## src/rtl/dice_game_ctrl_if.sv

```systemverilog
// Signal bundle between the dice game controller and its button/ack sources and display consumers.
// master drives the debounced button and ack; slave is the controller that produces every result.
interface dice_game_ctrl_if #(
    parameter int CNT_W = 8
);
    logic             rb;
    logic             ack;
    logic [3:0]       die1;
    logic [3:0]       die2;
    logic [4:0]       sum;
    logic [4:0]       point;
    logic [2:0]       state;
    logic             roll;
    logic             win;
    logic             lose;
    logic [7:0]       rolls_used;
    logic [CNT_W-1:0] wins;
    logic [CNT_W-1:0] losses;

    modport master (
        output rb, ack,
        input  die1, die2, sum, point, state, roll, win, lose, rolls_used, wins, losses
    );

    modport slave (
        input  rb, ack,
        output die1, die2, sum, point, state, roll, win, lose, rolls_used, wins, losses
    );
endinterface

```

## src/rtl/dice_game_ctrl.sv

```systemverilog
// Two-die game controller: dice spin while rb is held, first-roll and point-phase rules scaled to SIDES,
// optional roll limit, and saturating win/loss tallies.
module dice_game_ctrl #(
    parameter int SIDES     = 6,
    parameter int MAX_ROLLS = 8,
    parameter int CNT_W     = 8
) (
    input  logic            clk,
    input  logic            rst,
    dice_game_ctrl_if.slave bus
);
    localparam logic [2:0] S_IDLE  = 3'd0;
    localparam logic [2:0] S_ROLL1 = 3'd1;
    localparam logic [2:0] S_EVAL1 = 3'd2;
    localparam logic [2:0] S_POINT = 3'd3;
    localparam logic [2:0] S_ROLLN = 3'd4;
    localparam logic [2:0] S_EVALN = 3'd5;
    localparam logic [2:0] S_WIN   = 3'd6;
    localparam logic [2:0] S_LOSE  = 3'd7;

    localparam logic [3:0]       FACE_MAX  = 4'(SIDES);
    localparam logic [4:0]       LOSE_LOW  = 5'd2;
    localparam logic [4:0]       LOSE_MID  = 5'(SIDES + 2);
    localparam logic [4:0]       LOSE_HIGH = 5'(2 * SIDES - 1);
    localparam logic [7:0]       ROLL_LIM  = 8'(MAX_ROLLS);
    localparam logic [CNT_W-1:0] TALLY_MAX = '1;
    localparam logic [CNT_W-1:0] TALLY_ONE = CNT_W'(1);

    logic [2:0]       state_q, state_d;
    logic [3:0]       die1_q, die2_q;
    logic [4:0]       point_q, point_d;
    logic [7:0]       rolls_q, rolls_d;
    logic [CNT_W-1:0] wins_q, losses_q;
    logic             roll_q, win_q, lose_q;

    logic [4:0] sum;
    logic [7:0] rolls_inc;
    logic       sum_mod3;
    logic       first_lose;
    logic       limit_hit;
    logic       spin;
    logic       enter_win;
    logic       enter_lose;

    assign sum        = {1'b0, die1_q} + {1'b0, die2_q};
    assign rolls_inc  = rolls_q + 8'd1;
    assign sum_mod3   = (sum % 5'd3) == 5'd0;
    assign first_lose = (sum == LOSE_LOW) || (sum == LOSE_MID) || (sum == LOSE_HIGH);
    assign limit_hit  = (MAX_ROLLS != 0) && (rolls_inc == ROLL_LIM);

    // Next-state and per-game register updates; dice and tallies are handled in the register block.
    always_comb begin
        state_d = state_q;
        point_d = point_q;
        rolls_d = rolls_q;
        spin    = 1'b0;
        case (state_q)
            S_IDLE: begin
                if (bus.rb) begin
                    state_d = S_ROLL1;
                    point_d = 5'd0;
                    rolls_d = 8'd0;
                end
            end
            S_ROLL1: begin
                if (bus.rb) spin = 1'b1;
                else        state_d = S_EVAL1;
            end
            S_EVAL1: begin
                if (sum_mod3) begin
                    state_d = S_WIN;
                end else if (first_lose) begin
                    state_d = S_LOSE;
                end else begin
                    point_d = sum;
                    state_d = S_POINT;
                end
            end
            S_POINT: begin
                if (bus.rb) state_d = S_ROLLN;
            end
            S_ROLLN: begin
                if (bus.rb) spin = 1'b1;
                else        state_d = S_EVALN;
            end
            S_EVALN: begin
                rolls_d = rolls_inc;
                if (sum_mod3)             state_d = S_LOSE;
                else if (sum == point_q)  state_d = S_WIN;
                else if (limit_hit)       state_d = S_LOSE;
                else                      state_d = S_POINT;
            end
            S_WIN, S_LOSE: begin
                if (bus.ack) state_d = S_IDLE;
            end
            default: state_d = S_IDLE;
        endcase
    end

    assign enter_win  = (state_d == S_WIN)  && (state_q != S_WIN);
    assign enter_lose = (state_d == S_LOSE) && (state_q != S_LOSE);

    always_ff @(posedge clk) begin
        if (rst) begin
            state_q  <= S_IDLE;
            die1_q   <= 4'd1;
            die2_q   <= 4'd1;
            point_q  <= 5'd0;
            rolls_q  <= 8'd0;
            wins_q   <= '0;
            losses_q <= '0;
            roll_q   <= 1'b0;
            win_q    <= 1'b0;
            lose_q   <= 1'b0;
        end else begin
            state_q <= state_d;
            point_q <= point_d;
            rolls_q <= rolls_d;
            roll_q  <= (state_d == S_ROLL1) || (state_d == S_ROLLN);
            win_q   <= (state_d == S_WIN);
            lose_q  <= (state_d == S_LOSE);
            // die1 is the fast digit; die2 steps only when die1 wraps.
            if (spin) begin
                if (die1_q == FACE_MAX) begin
                    die1_q <= 4'd1;
                    die2_q <= (die2_q == FACE_MAX) ? 4'd1 : die2_q + 4'd1;
                end else begin
                    die1_q <= die1_q + 4'd1;
                end
            end
            if (enter_win && (wins_q != TALLY_MAX))
                wins_q <= wins_q + TALLY_ONE;
            if (enter_lose && (losses_q != TALLY_MAX))
                losses_q <= losses_q + TALLY_ONE;
        end
    end

    assign bus.die1       = die1_q;
    assign bus.die2       = die2_q;
    assign bus.sum        = sum;
    assign bus.point      = point_q;
    assign bus.state      = state_q;
    assign bus.roll       = roll_q;
    assign bus.win        = win_q;
    assign bus.lose       = lose_q;
    assign bus.rolls_used = rolls_q;
    assign bus.wins       = wins_q;
    assign bus.losses     = losses_q;
endmodule

```

## src/flat_wrapper.sv

```systemverilog
// flat-port wrapper written by rule: the top's interface ports become plain ports
module dice_game_ctrl_flat 
#(
    parameter int SIDES     = 6,
    parameter int MAX_ROLLS = 8,
    parameter int CNT_W     = 8
)
  (clk, rst, bus_rb, bus_ack, bus_die1, bus_die2, bus_sum, bus_point, bus_state, bus_roll, bus_win, bus_lose, bus_rolls_used, bus_wins, bus_losses);
  dice_game_ctrl_if #(.CNT_W(CNT_W)) bus_i ();
  input  logic clk;
  input  logic rst;
  input wire logic [$bits(bus_i.rb)-1:0] bus_rb;
  input wire logic [$bits(bus_i.ack)-1:0] bus_ack;
  output wire logic [$bits(bus_i.die1)-1:0] bus_die1;
  output wire logic [$bits(bus_i.die2)-1:0] bus_die2;
  output wire logic [$bits(bus_i.sum)-1:0] bus_sum;
  output wire logic [$bits(bus_i.point)-1:0] bus_point;
  output wire logic [$bits(bus_i.state)-1:0] bus_state;
  output wire logic [$bits(bus_i.roll)-1:0] bus_roll;
  output wire logic [$bits(bus_i.win)-1:0] bus_win;
  output wire logic [$bits(bus_i.lose)-1:0] bus_lose;
  output wire logic [$bits(bus_i.rolls_used)-1:0] bus_rolls_used;
  output wire logic [$bits(bus_i.wins)-1:0] bus_wins;
  output wire logic [$bits(bus_i.losses)-1:0] bus_losses;
  assign bus_i.rb = bus_rb;
  assign bus_i.ack = bus_ack;
  assign bus_die1 = bus_i.die1;
  assign bus_die2 = bus_i.die2;
  assign bus_sum = bus_i.sum;
  assign bus_point = bus_i.point;
  assign bus_state = bus_i.state;
  assign bus_roll = bus_i.roll;
  assign bus_win = bus_i.win;
  assign bus_lose = bus_i.lose;
  assign bus_rolls_used = bus_i.rolls_used;
  assign bus_wins = bus_i.wins;
  assign bus_losses = bus_i.losses;
  dice_game_ctrl #(.SIDES(SIDES), .MAX_ROLLS(MAX_ROLLS), .CNT_W(CNT_W)) u_core (.clk(clk), .rst(rst), .bus(bus_i));
endmodule
```

## config.mk

```make
export PLATFORM = sky130hd
export DESIGN_NAME = dice_game_ctrl_flat
export DESIGN_NICKNAME = d
export VERILOG_FILES = /design/src/rtl/dice_game_ctrl_if.sv /design/src/rtl/dice_game_ctrl.sv /design/src/flat_wrapper.sv
export SDC_FILE = /design/constraint.sdc
export NUM_CORES = 1
export LEC_CHECK = 0
export CAP_MARGIN = 40
export CORE_MARGIN = 2
export CORE_UTILIZATION = 53
export DETAILED_ROUTE_END_ITERATION = 8
export PLACE_DENSITY = 0.91
export RECOVER_POWER = 25
export SLEW_MARGIN = 0
export SYNTH_ARGS = -nofsm -noshare
export SYNTH_HDL_FRONTEND = slang
export SYNTH_SLANG_ARGS = --single-unit
```

## constraint.sdc

```tcl
create_clock -name clk -period 6.6 [get_ports clk]
set_input_delay 1.32 -clock clk [delete_from_list [all_inputs] [get_ports clk]]
set_output_delay 1.32 -clock clk [all_outputs]
set_load 0.02 [all_outputs]
```

==> flow_summary.toml <==
[detailed_routing]
vias = 2813
wire_per_inst_um = 14.32
vias_per_cell = 5.972
drc = 0
ant_nets = 0
drtIter0Drc = 303
drt_pass1_iterations = 5
wl_um = 6745

[logic_synthesis]
synth_top_family_by_area = "simple AND/OR/NAND/NOR gates"
synth-xor-area-share = 0.05521
ys_top_cells_by_count = "56 x nor2_1, 43 x dfxtp_1, 27 x a21oi_1, 26 x nand2_1, 19 x nand3_1"
yosysSeqAreaShare = 0.3015
ys_ff_latch = 43
syn_area_per_cell_um2 = 7.998
synth_top_cell_area_share = 0.3015
ys.flop_type = "dfxtp_1"
syn_nets = 372
synth_cell_types = 70
muxShareOfSynthArea = 0.01490
synthesis.area_um2 = 2855
yosysWarningCount = 0
synthAdderAreaFrac = 0.05083
synth-edff-count = 0
yosysMostFrequentCell = "nor2_1"
yosysTopAreaCell = "dfxtp_1"
async_reset_ff_frac = 0
synthTopCellsByArea = "dfxtp_1 30%, nor2_1 7.4%, a21oi_1 4.7%, ha_1 4.4%, xnor2_1 3.7%"
synthSimpleGateAreaFrac = 0.2826
synth_cells = 357
synth_compound_area_frac = 0.2379

[pwr]
combPwrFrac = 0.515
switching_share = 0.4307
p_sw_uw = 449.8
cellInternalPower_uw = 594.4
p_per_area_nw_per_um2 = 302.9
power_frac_seq = 0.307
clkPwrFrac = 0.179
vdd_drop_max_v = 0.0002017
power_leakage_nw = 1.350

[sta]
worst_pin_slew_ps = 639.6
skew_ps = 5.810
drv_slew = 0
rsz0062_at_grt = "false"
fin_crit_sh = 0.8839
min_period_ps = 5834
worst_slack_ps = 766.2
fin_tns_setup_ps = 0
setup_viol = 0
slew_headroom = 0.5727
fmax_ghz = 0.1714
hold_viol = 0

[die]
die_y_um = 77.40
num_rows = 26
io_pins = 52
start_util = 0.5555
die_x_um = 77.40
coreArea_um2 = 5140
die_area_um2 = 5990

[cells_and_area]
final_area_um2 = 3447
nNetsFinal = 415
fill_cells = 430
area_growth_pct = 20.73
fin_util = 0.6706
num_antenna_cells = 0
drive_above_1_share = 0.07232

[global_routing]
grtUsageTotal = 0.2214
grt_max_degree = 47
grt-ovfl-total = 0
antenna_found_initial = 0
grt_pass1_vias = 2457
grt_pass1_wl_um = 11070

[clock_tree]
htreeDepth = 2
cts_setup_buffers = 0
ctsResizeCount = 0
clock_path_buffers = 2
hold_buffers = 0
cts_num_sinks = 43
cts_tree = "yes"
insertion_delay_ps = 300
clk_pin_slew_ps = 80
cts_made_buffers = 5
cts_root_buf = "clkbuf_8"

[place]
dpl_worst_slack_ps = 857.8
hpwl_um = 4690
placed_area_um2 = 3347
place.gp.congestion = 0.9051
io_buffer_count = 51

[worst_setup_path]
critical_path_class = "register to register"
path_max_fanout = 12
cpMaxStageDelayCell = "or4_4"
slowest_delay_ps = 580
critPathBufInv = 1
cp_cell_sequence = "ha_1, fa_1, a21o_1, a21o_2, ha_1, or4_1, a21oi_1, a311o_1, o211ai_1, and2_4, nand2_1, o21ai_0, ha_1, inv_1, a31oi_1, o311a_1, or4_4, o22a_4, a32oi_4, nand4_1, mux2_1"
start_kind = "register"
critical-path-top-delay-family = "compound AO/OA/AOI/OAI gates"
crit_required_ps = 6790
end_kind = "register"
crit_top_cell = "ha_1"
worstPathArrival_ps = 6020

[job]
cap_violations = 0

[status]
status = "finished, final reports clean"

[worst_hold_path]
hold_class = "register to register"
[worst register-to-register path: cells and delay by family (launching register included)]
family / cells / cell delay, ps
muxes: 1 / 330
adders and majority gates: 4 / 1360
DFF: 1 / 380
AOI/OAI and AO/OA: 10 / 2030
and+or+nand+nor: 5 / 1530
buffers and inverters: 1 / 90
[cells in the final DEF (no fill, tap or decap), types with 3 or more instances in the layout]
| cell type | n |
|---|---|
| a32oi_1 | 3 |
| nand2b_1 | 4 |
| nor3_1 | 12 |
| nand2_1 | 26 |
| dlygate4sd3_1 | 12 |
| a31oi_1 | 6 |
| and3_1 | 5 |
| o21ai_0 | 13 |
| or3_1 | 3 |
| dfxtp_1 | 43 |
| nor2_1 | 56 |
| nor4_1 | 5 |
| clkbuf_8 | 7 |
| clkdlybuf4s50_1 | 39 |
| nand4_1 | 5 |
| o211ai_1 | 3 |
| nor3b_1 | 3 |
| nor2b_1 | 6 |
| xor2_1 | 6 |
| inv_1 | 10 |
| and3_2 | 3 |
| a31o_1 | 3 |
| nand3_1 | 19 |
| xnor2_1 | 12 |
| ha_1 | 10 |
| a21o_1 | 4 |
| a21oi_1 | 27 |
[sequential cells by signal, summed over array words and instances (netlist names)]
signal	flops
u_core.bus.point	5
u_core.bus.state	3
u_core.bus.win	1
u_core.bus.roll	1
u_core.bus.lose	1
u_core.bus.rolls_used	8
u_core.bus.wins	8
u_core.bus.losses	8
u_core.bus.die2	4
u_core.bus.die1	4
[area by class of cell]
| type | count | area [um2] | area share |
|---|---|---|---|
| clock buffer | 8 | 100.1 | 0.02904 |
| inverter | 11 | 41.29 | 0.01198 |
| multi-input combinational | 286 | 1832 | 0.5314 |
| sequential | 43 | 860.8 | 0.2497 |
| tap | 70 | 87.58 | 0.02541 |
| timing repair buffer | 53 | 525.5 | 0.1524 |
[per-layer routing]
metal,up-vias,share of wire,global-route usage
met5,-,0,0
met1,1335,0.46,0.2831
met4,0,0.0092,0.07321
met2,79,0.48,0.3757
li1,1393,-,-
met3,6,0.047,0.04186
[per-stage QoR]
step           power (mW)  hold slack [ps]  cells
2_1_floorplan      0.7393            568.4    357
3_3_place_gp       0.8424            490.7    463
3_5_place_dp       0.8566            501.6    463
4_1_cts             1.043            515.8    471
5_1_grt             1.107            532.5    471
6_report            1.044            512.4    471
[logic make-up (layout without fill, tap and decap cells)]
group / Yosys count / in the layout
AOI/OAI and AO/OA: 91 / 91
xor gates and xnor gates: 18 / 18
adders and majority gates: 11 / 11
buffers and inverters: 28 / 72
DFF: 43 / 43
muxes: 4 / 4
and+or+nand+nor: 162 / 162
[power groups by stage]
stage | logic [mW] | clock network, mW | registers, mW
5_1_grt | 0.583 | 0.198 | 0.325
3_3_place_gp | 0.518 | 0 | 0.324
2_1_floorplan | 0.406 | 0 | 0.333
4_1_cts | 0.536 | 0.188 | 0.319
6_report | 0.537 | 0.187 | 0.320
3_5_place_dp | 0.532 | 0 | 0.325
[final timing paths]
path                           to                start  cells past startpoint  slack [ps]
min reg2reg   u_core.bus.point[1]  u_core.bus.point[1]                      2         510
max reg2reg  u_core.bus.losses[5]   u_core.bus.die2[0]                     21         770
max          u_core.bus.losses[5]   u_core.bus.die2[0]                     21         770
min           u_core.bus.point[1]  u_core.bus.point[1]                      2         510
No activity file was read; power rests on OpenSTA's default activity.
